<file path="config.mk">
export PLATFORM = sky130hd
export DESIGN_NAME = i8088_bus_master
export DESIGN_NICKNAME = d
export VERILOG_FILES = /design/src/rtl/i8088_bus_pkg.sv /design/src/rtl/i8088_ready_sync.sv /design/src/rtl/i8088_bus_master.sv
export SDC_FILE = /design/constraint.sdc
export NUM_CORES = 1
export LEC_CHECK = 0
export CORE_ASPECT_RATIO = 0.6
export CORE_UTILIZATION = 52
export CTS_BUF_LIST = sky130_fd_sc_hd__clkbuf_4
export CTS_CLUSTER_DIAMETER = 30
export DETAILED_ROUTE_END_ITERATION = 16
export GPL_ROUTABILITY_DRIVEN = 0
export HOLD_SLACK_MARGIN = 0.1
export PLACE_DENSITY = 0.91
export SYNTH_ARGS = -nofsm -noshare
export SYNTH_HDL_FRONTEND = slang
export SYNTH_HIERARCHICAL = 1
export SYNTH_SLANG_ARGS = --single-unit
export TNS_END_PERCENT = 100
</file>
<file path="constraint.sdc">
create_clock -name CLK100MHZ -period 4.4 [get_ports CLK100MHZ]
set_input_delay 0.44 -clock CLK100MHZ [delete_from_list [all_inputs] [get_ports CLK100MHZ]]
set_output_delay 0.44 -clock CLK100MHZ [all_outputs]
set_load 0.02 [all_outputs]
</file>
<file path="src/rtl/i8088_bus_pkg.sv">
// Shared definitions for the 8088/8086 minimum-mode bus master: state encoding,
// counter sizing helper and configuration legality check.
package i8088_bus_pkg;

   localparam logic [2:0] ST_IDLE = 3'd0;
   localparam logic [2:0] ST_T1   = 3'd1;
   localparam logic [2:0] ST_T2   = 3'd2;
   localparam logic [2:0] ST_T3   = 3'd3;
   localparam logic [2:0] ST_TW   = 3'd4;
   localparam logic [2:0] ST_T4   = 3'd5;

   typedef enum logic [2:0] {
      IDLE = ST_IDLE,
      T1   = ST_T1,
      T2   = ST_T2,
      T3   = ST_T3,
      TW   = ST_TW,
      T4   = ST_T4
   } bus_state_e;

   localparam int PHASE_MIN = 2;

   // Width of a counter holding 0..cycles-1, never narrower than one bit
   function automatic int phase_width(input int cycles);
      return (cycles > 1) ? $clog2(cycles) : 1;
   endfunction

   function automatic bit data_w_legal(input int w);
      return (w == 8) || (w == 16);
   endfunction

endpackage

</file>
<file path="src/rtl/i8088_ready_sync.sv">
// Two-flop synchroniser bringing the asynchronous READY line into the clk domain.
module i8088_ready_sync
   import i8088_bus_pkg::*;
(
   input  logic clk,
   input  logic rst_n,
   input  logic d,
   output logic q
);

   logic meta;

   always_ff @(posedge clk or negedge rst_n) begin
      if (!rst_n) begin
         meta <= 1'b0;
         q    <= 1'b0;
      end else begin
         meta <= d;
         q    <= meta;
      end
   end

endmodule

</file>
<file path="src/rtl/i8088_bus_master.sv">
// Minimum-mode 8088/8086 bus-cycle generator: T1-T2-T3-[Tw]-T4 from single-beat commands.
// Optional macro BUS_TIMEOUT_EN aborts a cycle after TIMEOUT_WAITS wait states.
module i8088_bus_master
   import i8088_bus_pkg::*;
#(
   parameter int DATA_W        = 8,
   parameter int ADDR_W        = 20,
   parameter int PHASE_CYCLES  = 128,
   parameter int TIMEOUT_WAITS = 64
)
(
   input  logic                     CLK100MHZ,
   input  logic                     ck_rst,
   input  logic                     cmd_valid,
   output logic                     cmd_ready,
   input  logic                     cmd_write,
   input  logic                     cmd_io,
   input  logic [ADDR_W-1:0]        cmd_addr,
   input  logic [DATA_W-1:0]        cmd_wdata,
   input  logic                     cmd_bhe_n,
   output logic                     rsp_valid,
   output logic [DATA_W-1:0]        rsp_rdata,
   output logic                     rsp_timeout,
   output logic                     ale,
   output logic                     nrd,
   output logic                     nwr,
   output logic                     io_nm,
   output logic                     dt_nr,
   output logic                     nden,
   output logic                     nbhe,
   output logic [ADDR_W-DATA_W-1:0] a_hi,
   output logic [DATA_W-1:0]        ad_out,
   output logic                     ad_oe,
   input  logic [DATA_W-1:0]        ad_in,
   input  logic                     ready_in
);

   localparam int PW = phase_width(PHASE_CYCLES);

   if (!data_w_legal(DATA_W) || PHASE_CYCLES < PHASE_MIN) begin : g_cfg_err
      $error("i8088_bus_master: DATA_W must be 8 or 16 and PHASE_CYCLES at least 2");
   end

   logic [2:0]        state;
   logic [PW-1:0]     phase;
   logic              phase_last;
   logic              rst_done;
   logic              ready_s;
   logic              timeout_hit;
   logic              timeout_q;
   logic              wr_q;
   logic              io_q;
   logic              bhe_n_q;
   logic [ADDR_W-1:0] addr_q;
   logic [DATA_W-1:0] wdata_q;
   logic [DATA_W-1:0] rdata_q;

   i8088_ready_sync u_ready_sync (
      .clk   (CLK100MHZ),
      .rst_n (ck_rst),
      .d     (ready_in),
      .q     (ready_s)
   );

   assign phase_last = (phase == PW'(PHASE_CYCLES - 1));
   assign cmd_ready  = rst_done && (state == ST_IDLE) && !rsp_valid;

`ifdef BUS_TIMEOUT_EN
   localparam int WW = phase_width(TIMEOUT_WAITS + 1);
   logic [WW-1:0] wait_cnt;

   assign timeout_hit = (wait_cnt >= WW'(TIMEOUT_WAITS));

   // Counts Tw states entered; the abort flag is raised on the boundary where
   // one more wait would exceed the budget
   always_ff @(posedge CLK100MHZ or negedge ck_rst) begin
      if (!ck_rst) begin
         wait_cnt    <= '0;
         timeout_q   <= 1'b0;
         rsp_timeout <= 1'b0;
      end else begin
         rsp_timeout <= (state == ST_T4 && phase_last) ? timeout_q : 1'b0;
         if (state == ST_T1) begin
            wait_cnt  <= '0;
            timeout_q <= 1'b0;
         end else if ((state == ST_T3 || state == ST_TW) && phase_last && !ready_s) begin
            if (timeout_hit)
               timeout_q <= 1'b1;
            else
               wait_cnt <= wait_cnt + 1'b1;
         end
      end
   end
`else
   assign timeout_hit = 1'b0;
   assign timeout_q   = 1'b0;
   assign rsp_timeout = 1'b0;
`endif

   // Sequencer: every T/Tw state lasts PHASE_CYCLES clocks, decisions taken on the last one
   always_ff @(posedge CLK100MHZ or negedge ck_rst) begin
      if (!ck_rst) begin
         state     <= ST_IDLE;
         phase     <= '0;
         rst_done  <= 1'b0;
         wr_q      <= 1'b0;
         io_q      <= 1'b0;
         bhe_n_q   <= 1'b1;
         addr_q    <= '0;
         wdata_q   <= '0;
         rdata_q   <= '0;
         rsp_valid <= 1'b0;
         rsp_rdata <= '0;
      end else begin
         rst_done  <= 1'b1;
         rsp_valid <= 1'b0;
         if (state == ST_IDLE) begin
            phase <= '0;
            if (cmd_valid && cmd_ready) begin
               wr_q    <= cmd_write;
               io_q    <= cmd_io;
               bhe_n_q <= cmd_bhe_n;
               addr_q  <= cmd_addr;
               wdata_q <= cmd_wdata;
               state   <= ST_T1;
            end
         end else begin
            phase <= phase_last ? '0 : phase + 1'b1;
            if (phase_last) begin
               case (state)
                  ST_T1: state <= ST_T2;
                  ST_T2: state <= ST_T3;
                  ST_T3, ST_TW: begin
                     if (ready_s) begin
                        if (!wr_q)
                           rdata_q <= ad_in;
                        state <= ST_T4;
                     end else if (timeout_hit) begin
                        state <= ST_T4;
                     end else begin
                        state <= ST_TW;
                     end
                  end
                  ST_T4: begin
                     state     <= ST_IDLE;
                     rsp_valid <= 1'b1;
                     if (timeout_q)
                        rsp_rdata <= '1;
                     else if (wr_q)
                        rsp_rdata <= '0;
                     else
                        rsp_rdata <= rdata_q;
                  end
                  default: state <= ST_IDLE;
               endcase
            end
         end
      end
   end

   // Bus pins decode straight from state so a reset releases strobes immediately
   always_comb begin
      ale    = 1'b0;
      nrd    = 1'b1;
      nwr    = 1'b1;
      nden   = 1'b1;
      dt_nr  = 1'b1;
      io_nm  = 1'b0;
      nbhe   = 1'b1;
      a_hi   = '0;
      ad_out = '0;
      ad_oe  = 1'b0;
      if (state != ST_IDLE) begin
         io_nm = io_q;
         dt_nr = wr_q;
         a_hi  = addr_q[ADDR_W-1:DATA_W];
         nbhe  = (DATA_W == 16) ? bhe_n_q : 1'b1;
      end
      case (state)
         ST_T1: begin
            ale    = 1'b1;
            ad_out = addr_q[DATA_W-1:0];
            ad_oe  = 1'b1;
         end
         ST_T2, ST_T3, ST_TW: begin
            nden = 1'b0;
            if (wr_q) begin
               nwr    = 1'b0;
               ad_out = wdata_q;
               ad_oe  = 1'b1;
            end else begin
               nrd = 1'b0;
            end
         end
         default: ;
      endcase
   end

endmodule

</file>
## Yosys cells after proc, flatten, opt, wreduce, memory -nomap -nowiden

Index checks and enable logic that the tools add are counted.

- Add/subtract/negate cells: 1
- Eq/ne operators: 7
- Multiplexer cells: 23
- Bitwise operators: 2
- Reduce and logical (&&, ||, !) cells: 13

Operators by type and width:

| kind | number |
|---|---|
| 8-bit 2-to-1 mux | 2 |
| 8-bit one-hot mux with 2 select lines | 1 |
| 7-bit 2-to-1 mux | 2 |
| 1-bit 2-to-1 mux | 12 |
| 12-bit 2-to-1 mux | 1 |
| 3-bit 2-to-1 mux | 3 |
| 3-bit one-hot mux with 3 select lines | 1 |
| 7-bit by 1-bit adder with 7-bit output, second input constant | 1 |
| 7-bit == test, second input constant | 1 |
| 3-bit by 2-bit == test with 1-bit output, second input constant | 2 |
| 3-bit == test, second input constant | 2 |
| 5-bit AND reduction | 1 |
| 2-bit AND reduction | 2 |
| 3-bit by 1-bit == test with 1-bit output, second input constant | 1 |
| 1-bit logical AND | 3 |
| 3-bit zero test | 1 |
| 3-bit AND reduction | 1 |
| 3-bit nonzero test | 1 |
| 3-bit OR reduction | 1 |
| 2-bit by 1-bit != test with 1-bit output, second input constant | 1 |
| 1-bit NOT | 2 |
| 1-bit one-hot mux with 2 select lines | 1 |
| 2-bit nonzero test | 1 |
| 2-bit OR reduction | 1 |
| 1-bit zero test | 1 |

- Bits in registers: 60
- Input bits: 43
- Output and inout port bits: 39
- Logic and storage cells: 58

## Depth between registers and ports, before layout

Gate-level depths: netlist of run 1.

- Depth after elaboration: 6
- Depth in mapped cells: 7
- Depth with buffers taken out: 5

## Hierarchy

Netlist of run 1, hierarchy kept.

By module, submodules not included:

| module | instances | cells an instance | area each (µm²) | seq. area each (µm²) |
|---|---|---|---|---|
| i8088_bus_master | 1 | 215 | 2,620.0 | 1,451.4 |
| i8088_ready_sync | 1 | 2 | 50.0 | 50.0 |

## Worst setup path before layout of run 1

OpenSTA, ideal clock, no wires.

- Kind: register -> output
- Start: register state[1]
- End: output ad_oe
- Data arrival time: 1.708 ns
- Required time: 3.960 ns
- Slack: 2.252 ns
- Stages on the path, launching flop included: 7
- Path buffers: 2
- Cells stage by stage: dfrtp_1 buf_2 and2b_1 a21oi_1 nor2b_1 clkbuf_1 or2_2

- Word-level cells in the longest chain between the ends: 3
- Elaborated cells on any way between the ends: 6
- Those cells by class: eq/ne: 4; mux: 1; reduce/logical: 1

Ends and longest elaborated chain:

| element | RTL line | source |
|---|---|---|
| from (decl) | i8088_bus_master.sv:44 | `logic [2:0] state;` |
| from (signal assigned) | i8088_bus_master.sv:103 | `state <= ST_IDLE;` |
| from (signal assigned) | i8088_bus_master.sv:125 | `state <= ST_T1;` |
| from (signal assigned) | i8088_bus_master.sv:131 | `ST_T1: state <= ST_T2;` |
| 3-bit by 2-bit == test with 1-bit output / 3-bit == test (equally long branches) | i8088_bus_master.sv:179 | `case (state)` |
| 3-bit OR reduction | i8088_bus_master.sv:179 |  |
| 1-bit one-hot mux with 2 select lines (*) | i8088_bus_master.sv:179 |  |
| to (decl) | i8088_bus_master.sv:33 | `output logic ad_oe,` |

Mark *: on every way between the ends. The rest lies on a longest branch, timed or not.

## Final worst setup path of run 1

- Start: register state[1]
- End: output ad_out[7]

- Word-level cells in the longest chain between the ends: 3
- Elaborated cells on any way between the ends: 6
- Those cells by class: eq/ne: 4; mux: 1; reduce/logical: 1

Ends and longest elaborated chain:

| element | RTL line | source |
|---|---|---|
| 3-bit by 2-bit == test with 1-bit output / 3-bit == test (equally long branches) | i8088_bus_master.sv:179 |  |
| 3-bit OR reduction | i8088_bus_master.sv:179 |  |
| 8-bit one-hot mux with 2 select lines (*) | i8088_bus_master.sv:179 |  |
| to (decl) | i8088_bus_master.sv:32 | `output logic [DATA_W-1:0] ad_out,` |

Marked as above.

==> flow_metrics.py, run 1 <==
metrics = {
    "setup_path": {
        "crit_type": "flop to primary output",
        "r2r_setup_slack_ns": 1.81,
        "cp-end-kind": "primary output",
        "cp_max_fo": 10,
        "cp.required_ns": 3.96,
        "ff2ff_path_depth": 4,
        "start_kind": "flop",
        "arrival_ns": 2.73,
    },
    "synthesis": {
        "yosysSeqAreaShare_pct": 56.23,
        "yosysMostFrequentCell": "dfrtp_1",
        "synth_flop_cell": "dfrtp_1",
        "synth-seq-cells": 60,
        "synthCells": 217,
        "synth.avg_cell_area_um2": 12.30,
        "synth_top_area_share_pct": 56.23,
        "postSynth.asyncResetShare_pct": 100.0,
        "yosys_warnings": 6,
        "synth_edf_count": 0,
        "syn_area_um2": 2670,
        "ys_types": 36,
        "synth_area_leaders": "dfrtp_1 56%, mux2_2 16%, and2_1 3.0%, a22o_1 2.6%, o21ai_0 2.2%",
        "yosysTopAreaCell": "dfrtp_1",
        "synth_common_cells": "60 x dfrtp_1, 38 x mux2_2, 13 x and2_1, 12 x o21ai_0, 11 x inv_1",
    },
    "clock_tree": {
        "clkTransAtPathRegs_ns": 0.11,
        "cts.repair.resized": 0,
        "cts_hold_buf": 0,
        "postCtsSetupRepairBufs": 0,
        "cts.sinks": 60,
        "clock_path_buffers": 2,
        "numCtsBuffers": 9,
        "clock_latency_ns": 0.37,
        "clockRootBuffer": "clkbuf_4",
        "htreeDepth": 3,
        "tritoncts": "yes",
    },
    "pwr": {
        "p_clk_share_pct": 37.7,
        "pwr-share-comb_pct": 5.1,
        "switchingPower_uw": 208.0,
        "p_int_uw": 758.8,
        "power.density_nw_per_um2": 268.1,
        "switching_share_pct": 21.51,
        "seq_power_share_pct": 57.2,
        "totalPowerFinal_uw": 966.8,
        "leakage_nw": 1.634,
        "peakVddDrop_uv": 183.7,
    },
    "timing": {
        "tns_ns": 0,
        "worstMarginPinSlew_ns": 1.250,
        "fin_worst_skew_ns": 0.01387,
        "slew_violations": 0,
        "slew_headroom_pct": 16.00,
        "fmax_mhz": 315.3,
        "min_period_ns": 3.171,
        "setup_violations": 0,
        "period_share_pct": 72.08,
        "hold_viol_final": 0,
        "grt_setup_unrepaired": "false",
    },
    "grt": {
        "grt_usage_pct": 22.64,
        "grt_max_degree": 61,
        "antenna_found_initial": 0,
        "grt_pass1_vias": 1888,
        "grt_pass1_wl_mm": 9.135,
        "grt_overflow": 0,
    },
    "min_path": {
        "hold_class": "input pin to async pin",
    },
    "detailed_routing": {
        "routed_via_density": 5.320,
        "drc": 0,
        "post_drt_wl_per_cell_um": 15.15,
        "drtAntennaViolNets": 0,
        "highest_layer": "met4",
        "routed-wl-met3_um": 540,
        "wl_met1_mm": 2.421,
        "drt-total-wl_mm": 5.498,
        "wl_met2_mm": 2.519,
        "dr.pass1.iters": 4,
        "vias": 1931,
        "initialDrtViolationCount": 134,
    },
    "floorplan": {
        "initial_core_util_pct": 56.16,
        "io_pins": 82,
        "die-area_um2": 5435,
        "die_y_um": 57.51,
        "fp-row-count": 19,
        "design.core.area_um2": 4755,
        "dieWidth_um": 94.51,
    },
    "layout": {
        "final_area_um2": 3606,
        "nNetsFinal": 339,
        "diodes": 0,
        "fillers": 317,
        "syn_to_final_growth_pct": 35.05,
        "drive_above_1_share_pct": 21.67,
    },
    "placement": {
        "placed_cell_area_um2": 3476,
        "place_hpwl_mm": 3.871,
        "portBuffers": 78,
    },
    "status": {
        "status": "finished clean",
    },
    "job": {
        "max_cap_viol_count": 0,
    },
}
## sequential cells by signal, summed over array words and instances (netlist names), 3 cells and up
signal / count
wdata_q: 8
phase: 7
rdata_q: 8
rsp_rdata: 8
addr_q: 20
state: 3
## path summary, 6_finish.rpt
path                                     end              start
setup / recovery                   ad_out[7]           state[1]
setup reg to reg                  wdata_q[0]           state[1]
min in group CLK100MHZ        u_ready_sync/q  u_ready_sync/meta
hold / removal                     addr_q[0]             ck_rst
max in group asynchronous  u_ready_sync/meta             ck_rst
hold reg to reg               u_ready_sync/q  u_ready_sync/meta
## routing by layer
metal / global-route usage (%) / vias up
met5: 0 / -
met4: 5.195 / 0
met3: 9.733 / 4
met2: 34.89 / 88
met1: 30.04 / 935
li1: - / 904
## power by group through the flow
| stage | logic [mW] | registers (mW) | clock network, mW |
|---|---|---|---|
| floorplan | 0.00387 | 0.564 | 0 |
| global placement | 0.0491 | 0.564 | 0 |
| detailed placement | 0.0499 | 0.564 | 0 |
| CTS | 0.0502 | 0.553 | 0.369 |
| global route | 0.0539 | 0.553 | 0.398 |
| finish | 0.0491 | 0.553 | 0.365 |
## cell usage in the layout (no fill, tap or decap), types with 6 or more instances in the layout
| cell type | synthesis | final |
|---|---|---|
| clkbuf_4 | 0 | 10 |
| inv_1 | 11 | 11 |
| nor2_1 | 10 | 10 |
| dfrtp_1 | 60 | 60 |
| nand2_1 | 6 | 6 |
| nand3b_1 | 8 | 8 |
| clkdlybuf4s50_1 | 0 | 77 |
| mux2_2 | 38 | 38 |
| a22o_1 | 8 | 8 |
| and2_1 | 13 | 13 |
| o21ai_0 | 12 | 12 |
## area by class of cell
type | count | area, um2 | area share [%]
tap | 63 | 78.83 | 2.186
clock buffer | 10 | 75.07 | 2.082
sequential | 60 | 1501 | 41.64
timing repair buffer | 81 | 798.3 | 22.14
clock inverter | 6 | 55.05 | 1.527
inverter | 11 | 41.29 | 1.145
multi-input combinational | 132 | 1056 | 29.29
## logic make-up (layout without fill, tap and decap cells)
group | count (synthesis) | after routing | synth area share [%]
DFF | 60 | 60 | 56.23
and+or+nand+nor | 60 | 60 | 14.06
muxes | 38 | 38 | 16.03
xor gates and xnor gates | 5 | 5 | 1.640
buffers and inverters | 26 | 108 | 4.358
AOI/OAI and AO/OA | 25 | 25 | 6.936
adders and majority gates | 1 | 1 | 0.4685
other | 2 | 3 | 0.2813
## worst max-delay path, stage by stage, from the launching register on
cell and delay, ns:
dfrtp_1 0.50, nor2_1 0.23, a21oi_1 0.15, nor2b_1 0.62
a22o_1 0.24, clkdlybuf4s50_1 0.62
## metrics by stage
stage                     std cells  utilization, %  hold WS (ns)  worst slack [ns]
after floorplan                 218               -        0.1444             2.252
after global placement          347           73.11        0.3341             1.701
after CTS                       363           75.84        0.2285             1.185
final                           363           75.84        0.1984             1.229
after global routing            363           75.84        0.2625            0.9687
after detailed placement        347           73.11        0.3387             1.601
(Power assumes the default switching activity.)
==> inputs of run 2 (changes only) <==
Settings changed: CORE_UTILIZATION 52 to 44, PLACE_DENSITY 0.91 to 0.82.
Clock period 4.4 ns to 2.7 ns, I/O delays scaled along.
==> run 2 against run 1 <==
Against the previous run: first-iteration DRC count decreased by 15%; core utilization is 11 points lower; clock power rose by 64%; sequential share of layout area is 1.3 points lower; combinational power rose by 68%; sequential cell count is the same; clock-buffer cell count stayed put; register-to-register slack lost 1.3 ns; final cell count rose by 6.6%; via count fell by 1.0%.
==> flow_metrics.py, run 2 (synthesis gave the netlist of run 1 again) <==
metrics = {
    "status": {
        "status": "finished clean",
    },
    "setup_path": {
        "critPathMaxStageDelay_ns": 0.54,
        "cp_max_fo": 8,
        "arrival_ns": 2.30,
        "cp-end-kind": "primary output",
        "cp_top_family": "buffers and inverters",
        "cp.required_ns": 2.43,
        "cp_slowest_cell": "clkdlybuf4s50_1",
        "crit_type": "flop to primary output",
        "worstPathCellList": "nor2_1 -> a21oi_2 -> nor2b_4 -> or2_2 -> clkdlybuf4s50_1",
        "crit_buf_inv": 1,
        "start_kind": "flop",
    },
    "clock_tree": {
        "numCtsBuffers": 9,
        "clkTransAtPathRegs_ns": 0.11,
        "tritoncts": "yes",
        "clock_latency_ns": 0.40,
        "cts.sinks": 60,
        "clock_path_buffers": 2,
        "htreeDepth": 3,
        "postCtsSetupRepairBufs": 0,
        "clockRootBuffer": "clkbuf_4",
    },
    "detailed_routing": {
        "drtAntennaViolNets": 0,
        "dr.pass1.iters": 6,
        "initialDrtViolationCount": 114,
        "vias": 1911,
        "routed_via_density": 4.938,
        "drt-total-wl_mm": 5.775,
        "drc": 0,
        "post_drt_wl_per_cell_um": 14.92,
    },
    "timing": {
        "min_period_ns": 2.572,
        "slew_headroom_pct": 56.56,
        "fin_worst_skew_ns": 0.01446,
        "holdWs_ns": 0.3057,
        "slew_violations": 0,
        "grt_setup_unrepaired": "false",
        "setup_violations": 0,
        "hold_viol_final": 0,
        "tns_ns": 0,
        "fmax_mhz": 388.9,
        "period_share_pct": 95.24,
        "worst_slack_ns": 0.1284,
        "worstMarginPinSlew_ns": 0.6516,
    },
    "layout": {
        "finish.utilization_pct": 65.24,
        "largest_reg_flops": 20,
        "diodes": 0,
        "most-common-layout-cells": "76 x clkdlybuf4s50_1, 60 x dfrtp_1, 38 x mux2_2",
        "final_common_cell": "clkdlybuf4s50_1",
        "nNetsFinal": 346,
        "top_register": "addr_q",
        "syn_to_final_growth_pct": 39.32,
        "drive_above_1_share_pct": 24.10,
        "final_cells": 387,
    },
    "placement": {
        "portBuffers": 78,
        "place_hpwl_mm": 4.048,
        "pre_cts_slack_ns": 0.1589,
        "place_inst": 369,
    },
    "pwr": {
        "peakVddDrop_uv": 344.3,
        "leakage_nw": 1.689,
        "power.density_nw_per_um2": 425.7,
    },
    "floorplan": {
        "fp-row-count": 21,
        "die-area_um2": 6394,
        "dieWidth_um": 102.6,
        "io_pins": 82,
        "design.core.area_um2": 5702,
        "initial_core_util_pct": 46.83,
        "die_y_um": 62.34,
    },
    "grt": {
        "grt_pass1_vias": 2124,
        "grt_max_degree": 31,
        "grt_usage_pct": 20.18,
        "antenna_found_initial": 0,
        "grt_pass1_wl_mm": 9.694,
        "grt_overflow": 0,
    },
    "job": {
        "max_cap_viol_count": 0,
    },
    "min_path": {
        "hold_class": "input pin to async pin",
    },
}
## run 2: cell types whose count changed in the layout (fill, tap and decap cells not counted), sizes merged
cell | before | now
nor2b | 1 | 2
dlymetal6s2s | 0 | 1
buf | 4 | 9
dlygate4sd3 | 0 | 1
clkdlybuf4s50 | 77 | 76
## run 2: layout make-up
class                      instances  area [um2]
fill                             450        1982
inverter                          11       41.29
tap                               80       100.1
sequential                        60        1501
multi-input combinational        133        1086
timing repair buffer              87       860.8
clock buffer                      10       75.07
clock inverter                     6       55.05
## run 2: where the power goes
| group | internal [mW] | switching, mW |
|---|---|---|
| logic | 0.0541 | 0.0284 |
| registers | 0.900 | 0.00147 |
| clock network | 0.284 | 0.316 |
| total | 1.24 | 0.346 |
## run 2: metrics by stage
step	instance area [um2]	total power, mW
final	3720	1.584
after floorplan	2674	0.9252
after global routing	3720	1.660
after CTS	3700	1.609
after detailed placement	3547	1.002
after global placement	3547	1.001
## run 2: worst register-to-register path, cell delays in order, from the launching register on
cell and delay [ns]:
dfrtp_1 0.39, ha_1 0.34, nand4_4 0.22, a2111oi_4 0.68, mux2_2 0.41
## run 2: worst paths after layout
| kind | end | from | slack, ns | cells after the start |
|---|---|---|---|---|
| worst max register to register | rdata_q[1] | phase[0] | 0.55 | 4 |
| max in group asynchronous | addr_q[8] | ck_rst | 1.75 | 3 |
| worst min-delay path | addr_q[4] | ck_rst | 0.31 | 2 |
| worst min register to register | u_ready_sync/q | u_ready_sync/meta | 0.37 | 0 |
| min in group CLK100MHZ | u_ready_sync/meta | ready_in | 0.31 | 1 |
| worst max-delay path | ad_oe | state[0] | 0.13 | 5 |
## run 2: repair_timing
item | in CTS | in global routing
gates resized for setup | 3 | 3
setup endpoints to repair | 11 | 9
hold buffers | 1 | 0
pin swaps | 0 | 0
cloned | 0 | 1
endpoints found under the hold margin | 15 | 0
## run 2: routing by layer
metal | vias up | track usage, % | routed length, um
met5 | - | 0 | 0
met4 | 0 | 2.679 | 22
met3 | 4 | 10.81 | 519
met2 | 74 | 31.17 | 2631
met1 | 918 | 25.64 | 2602
li1 | 915 | - | -
